**src/rtl/coin_credit_if.sv**
```systemverilog
// Coin/credit bus between the board coin inputs, the credit accumulator and vending control.
interface coin_credit_if #(
  parameter int unsigned NUM_COINS = 4,
  parameter int unsigned VALUE_W   = 12
);
  logic [NUM_COINS-1:0] coin_in;
  logic [VALUE_W-1:0]   price;
  logic                 buy;
  logic                 cancel;
  logic [VALUE_W-1:0]   credit;
  logic                 vend;
  logic                 change_valid;
  logic [VALUE_W-1:0]   change;
  logic                 coin_reject;
  logic                 busy;

  modport master (output coin_in, price, buy, cancel,
                  input  credit, vend, change_valid, change, coin_reject, busy);
  modport slave  (input  coin_in, price, buy, cancel,
                  output credit, vend, change_valid, change, coin_reject, busy);
endinterface

```
**src/rtl/coin_credit_accumulator.sv**
```systemverilog
// Coin credit accumulator: synchronised coin inputs, overflow-protected credit, buy with change, cancel with refund.
// Optional per-coin debounce filter enabled by defining COIN_DEBOUNCE_EN.
module coin_credit_accumulator #(
  parameter int unsigned                  NUM_COINS       = 4,
  parameter int unsigned                  VALUE_W         = 12,
  parameter logic [NUM_COINS*VALUE_W-1:0] COIN_VALUES     = {12'd1000, 12'd500, 12'd100, 12'd50},
  parameter int unsigned                  MAX_CREDIT      = 4000,
  parameter int unsigned                  DEBOUNCE_CYCLES = 16
) (
  input  logic         clk,
  input  logic         reset,
  coin_credit_if.slave bus
);

  localparam int unsigned SUM_W = VALUE_W + 4;

  typedef enum logic [1:0] {S_IDLE, S_CREDIT, S_VEND, S_REFUND} state_t;

  if (NUM_COINS < 1 || NUM_COINS > 8 || DEBOUNCE_CYCLES < 1 ||
      64'(MAX_CREDIT) >= (64'd1 << VALUE_W)) begin : g_bad_cfg
    $error("coin_credit_accumulator: illegal parameter set");
  end

  state_t               r_state, w_state_n;
  logic [NUM_COINS-1:0] r_sync1, r_sync2, r_level_q;
  logic [NUM_COINS-1:0] w_level, w_coin_evt;
  logic [VALUE_W-1:0]   r_credit, w_credit_n;
  logic [VALUE_W-1:0]   r_change, w_change_n;
  logic                 r_vend, w_vend_n;
  logic                 r_change_valid, w_change_valid_n;
  logic                 r_coin_reject, w_coin_reject_n;
  logic                 r_busy, w_busy_n;
  logic                 w_take_coins;
  logic [SUM_W-1:0]     w_sum, w_total;

  // Two-flop synchroniser on the raw buttons
  always_ff @(posedge clk or negedge reset) begin
    if (!reset) begin
      r_sync1 <= '0;
      r_sync2 <= '0;
    end else begin
      r_sync1 <= bus.coin_in;
      r_sync2 <= r_sync1;
    end
  end

`ifdef COIN_DEBOUNCE_EN
  localparam int unsigned CNT_W = (DEBOUNCE_CYCLES > 1) ? $clog2(DEBOUNCE_CYCLES) : 1;

  logic [CNT_W-1:0]     r_db_cnt [NUM_COINS];
  logic [NUM_COINS-1:0] r_filt;

  // Filtered level flips only after DEBOUNCE_CYCLES consecutive differing samples
  always_ff @(posedge clk or negedge reset) begin
    if (!reset) begin
      r_filt <= '0;
      for (int i = 0; i < NUM_COINS; i++) r_db_cnt[i] <= '0;
    end else begin
      for (int i = 0; i < NUM_COINS; i++) begin
        if (r_sync2[i] == r_filt[i]) begin
          r_db_cnt[i] <= '0;
        end else if (r_db_cnt[i] == CNT_W'(DEBOUNCE_CYCLES - 1)) begin
          r_filt[i]   <= r_sync2[i];
          r_db_cnt[i] <= '0;
        end else begin
          r_db_cnt[i] <= r_db_cnt[i] + CNT_W'(1);
        end
      end
    end
  end

  assign w_level = r_filt;
`else
  assign w_level = r_sync2;
`endif

  always_ff @(posedge clk or negedge reset) begin
    if (!reset) r_level_q <= '0;
    else        r_level_q <= w_level;
  end

  assign w_coin_evt = w_level & ~r_level_q;

  // Sum of all coins arriving this cycle, wide enough to never wrap
  always_comb begin
    w_sum = '0;
    for (int i = 0; i < NUM_COINS; i++) begin
      if (w_coin_evt[i]) w_sum = w_sum + SUM_W'(COIN_VALUES[i*VALUE_W +: VALUE_W]);
    end
  end

  assign w_total = SUM_W'(r_credit) + w_sum;

  always_ff @(posedge clk or negedge reset) begin
    if (!reset) begin
      r_state        <= S_IDLE;
      r_credit       <= '0;
      r_change       <= '0;
      r_vend         <= 1'b0;
      r_change_valid <= 1'b0;
      r_coin_reject  <= 1'b0;
      r_busy         <= 1'b0;
    end else begin
      r_state        <= w_state_n;
      r_credit       <= w_credit_n;
      r_change       <= w_change_n;
      r_vend         <= w_vend_n;
      r_change_valid <= w_change_valid_n;
      r_coin_reject  <= w_coin_reject_n;
      r_busy         <= w_busy_n;
    end
  end

  // Next state and next registered outputs; buy/cancel use the pre-coin credit
  always_comb begin
    w_state_n        = r_state;
    w_credit_n       = r_credit;
    w_change_n       = r_change;
    w_vend_n         = 1'b0;
    w_change_valid_n = 1'b0;
    w_coin_reject_n  = 1'b0;
    w_take_coins     = 1'b1;

    case (r_state)
      S_IDLE: begin
        w_take_coins = 1'b1;
      end
      S_CREDIT: begin
        if (bus.cancel) begin
          w_state_n        = S_REFUND;
          w_change_valid_n = 1'b1;
          w_change_n       = r_credit;
          w_take_coins     = 1'b0;
        end else if (bus.buy && (r_credit >= bus.price)) begin
          w_state_n        = S_VEND;
          w_vend_n         = 1'b1;
          w_change_valid_n = 1'b1;
          w_change_n       = r_credit - bus.price;
          w_take_coins     = 1'b0;
        end
      end
      S_VEND, S_REFUND: begin
        w_state_n    = S_IDLE;
        w_credit_n   = '0;
        w_take_coins = 1'b0;
      end
      default: begin
        w_state_n  = S_IDLE;
        w_credit_n = '0;
      end
    endcase

    if (|w_coin_evt) begin
      if (w_take_coins && (w_total <= SUM_W'(MAX_CREDIT))) begin
        w_credit_n = VALUE_W'(w_total);
        if (w_total != '0) w_state_n = S_CREDIT;
      end else begin
        w_coin_reject_n = 1'b1;
      end
    end

    w_busy_n = (w_state_n == S_VEND) || (w_state_n == S_REFUND);
  end

  assign bus.credit       = r_credit;
  assign bus.change       = r_change;
  assign bus.vend         = r_vend;
  assign bus.change_valid = r_change_valid;
  assign bus.coin_reject  = r_coin_reject;
  assign bus.busy         = r_busy;

endmodule

```
**src/flat_wrapper.sv**
```systemverilog
// flat-port wrapper written by rule: the top's interface ports become plain ports
module coin_credit_accumulator_flat 
#(
  parameter int unsigned                  NUM_COINS       = 4,
  parameter int unsigned                  VALUE_W         = 12,
  parameter logic [NUM_COINS*VALUE_W-1:0] COIN_VALUES     = {12'd1000, 12'd500, 12'd100, 12'd50},
  parameter int unsigned                  MAX_CREDIT      = 4000,
  parameter int unsigned                  DEBOUNCE_CYCLES = 16
)
  (clk, reset, bus_coin_in, bus_price, bus_buy, bus_cancel, bus_credit, bus_vend, bus_change_valid, bus_change, bus_coin_reject, bus_busy);
  coin_credit_if #(.NUM_COINS(NUM_COINS), .VALUE_W(VALUE_W)) bus_i ();
  input  logic clk;
  input  logic reset;
  input wire logic [$bits(bus_i.coin_in)-1:0] bus_coin_in;
  input wire logic [$bits(bus_i.price)-1:0] bus_price;
  input wire logic [$bits(bus_i.buy)-1:0] bus_buy;
  input wire logic [$bits(bus_i.cancel)-1:0] bus_cancel;
  output wire logic [$bits(bus_i.credit)-1:0] bus_credit;
  output wire logic [$bits(bus_i.vend)-1:0] bus_vend;
  output wire logic [$bits(bus_i.change_valid)-1:0] bus_change_valid;
  output wire logic [$bits(bus_i.change)-1:0] bus_change;
  output wire logic [$bits(bus_i.coin_reject)-1:0] bus_coin_reject;
  output wire logic [$bits(bus_i.busy)-1:0] bus_busy;
  assign bus_i.coin_in = bus_coin_in;
  assign bus_i.price = bus_price;
  assign bus_i.buy = bus_buy;
  assign bus_i.cancel = bus_cancel;
  assign bus_credit = bus_i.credit;
  assign bus_vend = bus_i.vend;
  assign bus_change_valid = bus_i.change_valid;
  assign bus_change = bus_i.change;
  assign bus_coin_reject = bus_i.coin_reject;
  assign bus_busy = bus_i.busy;
  coin_credit_accumulator #(.NUM_COINS(NUM_COINS), .VALUE_W(VALUE_W), .COIN_VALUES(COIN_VALUES), .MAX_CREDIT(MAX_CREDIT), .DEBOUNCE_CYCLES(DEBOUNCE_CYCLES)) u_core (.clk(clk), .reset(reset), .bus(bus_i));
endmodule
```
**config.mk**
```make
export PLATFORM = sky130hd
export DESIGN_NAME = coin_credit_accumulator_flat
export DESIGN_NICKNAME = d
export VERILOG_FILES = /design/src/rtl/coin_credit_if.sv /design/src/rtl/coin_credit_accumulator.sv /design/src/flat_wrapper.sv
export SDC_FILE = /design/constraint.sdc
export NUM_CORES = 1
export LEC_CHECK = 0
export CORE_MARGIN = 3
export CORE_UTILIZATION = 35
export DETAILED_ROUTE_END_ITERATION = 12
export GPL_ROUTABILITY_DRIVEN = 0
export GPL_TIMING_DRIVEN = 0
export PLACE_DENSITY = 0.63
export SLEW_MARGIN = 20
export SYNTH_ARGS = -nofsm -noshare
export SYNTH_HDL_FRONTEND = slang
export SYNTH_SLANG_ARGS = --single-unit
```
**constraint.sdc**
```tcl
create_clock -name clk -period 5.1 [get_ports clk]
set_input_delay 0.51 -clock clk [delete_from_list [all_inputs] [get_ports clk]]
set_output_delay 0.51 -clock clk [all_outputs]
set_load 0.02 [all_outputs]
```
==> results of run 1 <==
==> final cells by class <==
class | count | share of cell area [%]
Multi-Input combinational cell | 246 | 47.63
Timing Repair Buffer | 48 | 13.35
Sequential cell | 42 | 28.91
Tap cell | 102 | 3.510
Inverter | 27 | 2.787
Clock inverter | 3 | 0.6882
Buffer | 9 | 1.239
Clock buffer | 5 | 1.893
==> cell usage in the layout (no fill, tap or decap), types with 3 or more instances in the layout <==
| cell | n |
|---|---|
| inv_1 | 26 |
| xnor2_1 | 10 |
| nor2_1 | 26 |
| o21ai_0 | 23 |
| dfrtp_1 | 42 |
| nand2b_1 | 6 |
| clkbuf_8 | 5 |
| a31oi_1 | 3 |
| o211ai_1 | 3 |
| o22ai_1 | 3 |
| nor3_1 | 10 |
| o21a_1 | 8 |
| xor2_1 | 8 |
| clkbuf_1 | 7 |
| ha_1 | 29 |
| mux2_2 | 4 |
| nor3b_1 | 5 |
| a21oi_1 | 25 |
| nand2_1 | 22 |
| a21o_1 | 9 |
| a31o_1 | 6 |
| clkdlybuf4s50_1 | 46 |
| nand3_1 | 7 |
==> Yosys cell counts (3+ instances only) <==
master	count	area, um^2
dfrtp_1	42	1051
ha_1	29	362.9
inv_1	26	97.59
nor2_1	26	97.59
a21oi_1	25	125.1
o21ai_0	23	115.1
nand2_1	22	82.58
nor3_1	10	50.05
xnor2_1	10	87.58
a21o_1	9	67.56
o21a_1	8	60.06
xor2_1	8	70.07
clkbuf_1	7	26.28
nand3_1	7	35.03
a31o_1	6	52.55
nand2b_1	6	37.54
nor3b_1	5	37.54
mux2_2	4	45.04
a31oi_1	3	18.77
o211ai_1	3	22.52
o22ai_1	3	18.77
==> through the flow <==
stage | worst slack, ns | cell area (um^2) | hold WS (ns) | power, mW
after floorplan | 1.406 | 2929 | 0.2144 | 1.297
after global placement | 1.109 | 3527 | 0.3342 | 1.639
after detailed placement | 1.037 | 3542 | 0.3347 | 1.659
after CTS | 1.026 | 3636 | 0.06313 | 1.900
after global routing | 0.7901 | 3636 | 0.06847 | 2.041
final | 0.9981 | 3636 | 0.06877 | 1.886
==> how the worst max path moves through the flow <==
stage | start | to | slack (ns)
after floorplan | u_core.r_sync2[2]$_DFF_PN0_ | u_core.bus.credit[9]$_DFF_PN0_ | 1.41
after global placement | u_core.r_sync2[2]$_DFF_PN0_ | u_core.bus.credit[9]$_DFF_PN0_ | 1.11
after detailed placement | u_core.r_sync2[2]$_DFF_PN0_ | u_core.bus.credit[9]$_DFF_PN0_ | 1.04
after CTS | u_core.r_sync2[2]$_DFF_PN0_ | u_core.bus.credit[9]$_DFF_PN0_ | 1.03
after global routing | u_core.r_sync2[2]$_DFF_PN0_ | u_core.bus.credit[5]$_DFF_PN0_ | 0.79
final | u_core.r_sync2[2]$_DFF_PN0_ | u_core.bus.credit[9]$_DFF_PN0_ | 1.0
==> power breakdown <==
| group | switching, mW | total [mW] | internal [mW] |
|---|---|---|---|
| clock network | 0.131 | 0.230 | 0.0990 |
| registers | 0.0998 | 0.534 | 0.434 |
| logic | 0.608 | 1.12 | 0.514 |
==> worst register-to-register path: stages (launching register included) <==
cell and delay, ns:
dfrtp_1 0.38, nand2b_1 0.07, clkbuf_1 0.26, inv_1 0.16, ha_1 0.25, ha_1 0.23
a2111oi_0 0.42, nand2_1 0.09, o21ai_0 0.11, ha_1 0.32, and3_1 0.20, a21boi_1 0.15
or4_1 0.47, o311ai_1 0.15, and4_4 0.30, or2_4 0.12, mux2_2 0.32
==> layer usage <==
layer / vias to the layer above / part of all wire [%]
li1: 1269 / -
met1: 1179 / 45
met2: 71 / 48
met3: 11 / 5.1
met4: 0 / 1.7
met5: - / 0
==> flip-flops by register name, summed over array words and instances (netlist names) <==
signal                   flops
u_core.bus.change           12
u_core.bus.credit           12
u_core.r_state               2
u_core.r_sync1               4
u_core.bus.change_valid      1
u_core.r_sync2               4
u_core.bus.vend              1
u_core.bus.coin_reject       1
u_core.r_level_q             4
u_core.bus.busy              1
==> cells by family after synthesis <==
kind of cell	count (synthesis)	synth area share (%)
AO/OA/AOI/OAI	99	22.17
AND/OR/NAND/NOR	92	15.59
flip-flops	42	35.88
buffers and inverters	36	4.998
adder cells (fa/ha/maj)	31	13.75
XOR/XNOR	18	5.382
multiplexers	6	2.221
==> impl_metrics.ini, run 1 <==
[status]
outcome = finished, final reports clean

[synth]
avgSynthCellArea_um2 = 9.040
netlist_area_um2 = 2929
syn-num-nets = 375
synth.distinct_cells = 53
ys_seq_area_share_pct = 35.88
synth-async-reset-ratio_pct = 100.0
yosys_most_used_dff = dfrtp_1
synthCells = 324
synth_edf_count = 0
yosys_register_bits = 42
yosys_warnings = 0

[detailed_routing]
via_per_inst = 5.249
routedWlPerCell_um = 14.44
vias = 2530
ant_nets = 0
drc = 0
first_pass_iters = 4
wirelength_mm = 6.962
drtIter0Drc = 118

[setup_path]
cp_cell_sequence = nand2b_1, clkbuf_1, inv_1, ha_1, ha_1, a2111oi_0, nand2_1, o21ai_0, ha_1, and3_1, a21boi_1, or4_1, o311ai_1, and4_4, or2_4, mux2_2
worstPathBufferInverterCount = 2
reg2reg_depth = 16
worstSetupEndpointType = register
critical_path.top_delay_family = simple AND/OR/NAND/NOR gates
worst-r2r-setup-slack_ns = 1.0
rr_endpoint = u_core.bus.credit[9]$_DFF_PN0_
timing.rr.start = u_core.r_sync2[2]$_DFF_PN0_
cp_slowest_cell = or4_1
crit_fanout = 8
cp_common_cell = ha_1
crit_cells = 16
required_ns = 5.30
start_kind = register
max_stage_delay_ns = 0.47
crit_arrival_ns = 4.30
worstSetupPathType = register to register

[die]
start_util_pct = 36.95
die_w_um = 97.48
core-area_um2 = 7928
rows = 32
die_y_um = 97.48
die_area_um2 = 9502
ioPinCount = 48

[pwr]
p_leak_nw = 1.643
ir_worst_vdd_mv = 0.1411
p_per_area_nw_per_um2 = 518.7

[layout]
fin_cells = 482
area_delta_synth_final_pct = 24.14
regArea_um2 = 1051
n_antenna_cell = 0
multi_input_area_um2 = 1732
layout.nets = 430
fillers = 761
utilization_pct = 45.86
drive_above_1_share_pct = 6.053

[global_routing]
antenna_found_initial = 0
gr-usage-all-layers_pct = 14.88
grt_pass1_vias = 2479
grt_max_degree = 33
grt_util_met2_pct = 25.78
grt_busiest_layer = met2
grtUsageMet3_pct = 3.159
grt_pass1_wl_mm = 11.67
grt_overflow = 0
grt_use_met1_pct = 18.42

[sta]
fin_crit_ns = 4.102
finalClockSkew_ns = 0.009778
setup_viol = 0
period_share_pct = 80.43
rsz0062_at_grt = false
finalSetupTns_ns = 0
fmax_mhz = 243.8
report.final.slew_viol_count = 0
slew_headroom_pct = 57.80
worst_pin_slew_ns = 0.6171
final_hold_viol_count = 0

[job]
max_cap_violations = 0

[placement]
dp_hpwl_mm = 5.501
placed_cells = 474
port_buffers = 47

[min_path]
min_path_type = input port to async pin

[clock_network]
post_cts_buffers = 0
clock_latency_ns = 0.30
cts_buffer_depth = 2
root_buffer = clkbuf_8
cts.repair.resized = 0
htree_levels = 2
clk_pin_slew_ns = 0.10
cts_tree = yes
cts.sinks = 42
cts_hold_buf = 0
cts_made_buffers = 5
Power figures use the tool's default switching activity.
==> run 2, diff against run 1 <==
PLACE_DENSITY = 0.65   (was 0.63)
clock period = 3.6 ns   (was 5.1 ns; I/O delays follow)
==> impl_metrics.ini, run 2 (synthesized netlist as in run 1, its figures left out) <==
[global_routing]
grt_max_degree = 23
grt_overflow = 0
antenna_found_initial = 0
grt_pass1_vias = 2530
grt_pass1_wl_mm = 11.84
gr-usage-all-layers_pct = 14.87

[sta]
fin_crit_ns = 3.471
fmax_mhz = 288.1
worst_pin_slew_ns = 0.6053
finalClockSkew_ns = 0.006660
final_hold_viol_count = 0
slew_headroom_pct = 58.61
finalSetupTns_ns = 0
period_share_pct = 96.43
setup_viol = 0
report.final.slew_viol_count = 0

[setup_path]
cp_slowest_cell = dfrtp_1
worstSetupEndpointType = register
required_ns = 3.79
reg2reg_depth = 16
max_stage_delay_ns = 0.36
crit_fanout = 10
cp_common_cell = ha_4
crit_arrival_ns = 3.66
worstSetupPathType = register to register
cp_cell_sequence = nand2b_1, buf_8, inv_4, ha_4, ha_2, mux2_2, ha_4, o21ai_2, a22o_2, o21a_1, a211oi_2, nor3b_2, and4_4, or2_4, buf_6, a31o_1
start_kind = register
worst-r2r-setup-slack_ns = 0.13

[pwr]
switchingPower_mw = 1.233
total_power_mw = 2.803
swShare_pct = 43.97
p_seq_share_pct = 27.3
ir_worst_vdd_mv = 0.2673
p_per_area_nw_per_um2 = 719.1
pwr-share-clk_pct = 11.1
p_leak_nw = 1.726
intPower_mw = 1.571
pwr-share-comb_pct = 61.6

[detailed_routing]
vias = 2608
via_per_inst = 5.301
wirelength_mm = 7.037
first_pass_iters = 4
routedWlPerCell_um = 14.30
ant_nets = 0
drtIter0Drc = 117
drc = 0

[die]
rows = 32
die_y_um = 97.48
ioPinCount = 48
core-area_um2 = 7928
start_util_pct = 36.95
die_area_um2 = 9502
die_w_um = 97.48

[clock_network]
root_buffer = clkbuf_8
cts_hold_buf = 0
cts.sinks = 42
cts_made_buffers = 5
clk_pin_slew_ns = 0.09
clock_latency_ns = 0.29
htree_levels = 2
cts_buffer_depth = 2
cts_tree = yes

[layout]
layout.nets = 440
fillers = 764
area_delta_synth_final_pct = 33.11
n_antenna_cell = 0
final_cell_mix = clkdlybuf4s50_1 (46), dfrtp_1 (42), nor2_1 (25)
fin_cells = 492
drive_above_1_share_pct = 14.87
final_common_cell = clkdlybuf4s50_1

[placement]
port_buffers = 47
placed_cells = 474
dp_hpwl_mm = 5.460

[status]
outcome = finished, final reports clean

[job]
max_cap_violations = 0

[min_path]
min_path_type = input port to async pin
==> run 2: cell types whose count changed in the layout (fill, tap and decap cells not counted), moves of 2 or more <==
cell and change:
buf_4 +9, ha_1 -5, inv_4 +2, ha_4 +4, o21ai_0 -3, o21ai_2 +2, inv_1 -3
==> run 2: per-stage QoR <==
stage	setup WS [ns]	hold WS [ns]	instance area [um^2]	util [%]
floorplan	0.009627	0.06441	2930	-
global placement	-0.3118	0.3329	3528	44.51
detailed placement	-0.3287	0.3347	3551	44.79
CTS	-0.01622	0.03913	3732	47.08
global route	-0.0007829	0.05044	3899	49.18
finish	0.1286	0.01749	3899	49.18
==> run 2: final timing paths <==
check                                              start                                 to
setup / recovery           u_core.r_level_q[2]$_DFF_PN0_     u_core.bus.credit[5]$_DFF_PN0_
hold / removal                                     reset  u_core.bus.change_valid$_DFF_PN0_
setup reg to reg           u_core.r_level_q[2]$_DFF_PN0_     u_core.bus.credit[5]$_DFF_PN0_
hold reg to reg              u_core.r_sync1[2]$_DFF_PN0_        u_core.r_sync2[2]$_DFF_PN0_
max in group asynchronous                          reset   u_core.bus.coin_reject$_DFF_PN0_
min in group clk             u_core.r_sync1[2]$_DFF_PN0_        u_core.r_sync2[2]$_DFF_PN0_
==> run 2: final cells by class <==
| class | count | area, um^2 | share of cell area [%] |
|---|---|---|---|
| flip-flops and latches | 42 | 1051 | 26.96 |
| clock buffers | 6 | 72.57 | 1.861 |
| repair buffers | 58 | 580.6 | 14.89 |
| inverters | 27 | 106.4 | 2.728 |
| well taps | 102 | 127.6 | 3.273 |
| plain buffers | 9 | 60.06 | 1.540 |
| multi-input cells | 246 | 1887 | 48.40 |
| clock inverters | 2 | 13.76 | 0.3530 |
==> run 2: critical path: cells and delay by family, from the launching register on <==
kind / cells / cell delay [ns]
AND/OR/NAND/NOR: 4 / 0.69
AO/OA/AOI/OAI: 5 / 0.96
multiplexers: 1 / 0.29
flip-flops: 1 / 0.36
adder cells (fa/ha/maj): 3 / 0.71
buffers and inverters: 3 / 0.35
==> run 2: per-layer routing <==
layer / vias up / track usage (%) / part of all wire [%]
li1: 1295 / - / -
met1: 1246 / 18.44 / 43
met2: 61 / 26.62 / 51
met3: 6 / 3.087 / 4.5
met4: 0 / 2.982 / 1.0
met5: - / 0 / 0
==> run 2: repair_timing <==
action	in CTS	in global routing
buffers inserted	3	7
pin swaps	2	11
resized for setup	18	23
setup endpoints to repair	13	13
hold endpoints to repair	0	0
==> run 2: power groups by stage <==
stage	Sequential [mW]	Combinational [mW]	Clock, mW
finish	0.764	1.73	0.312
detailed placement	0.770	1.58	0
CTS	0.765	1.65	0.326
floorplan	0.877	0.961	0
global route	0.787	1.90	0.351
global placement	0.767	1.55	0
==> run 3, diff against run 2 <==
ABC_CLOCK_PERIOD_IN_PS = 3600   (was unset)
SLEW_MARGIN = 10   (was 20)
==> results of run 3 <==
Final layout, timing and power as in run 2 (identical DEF).
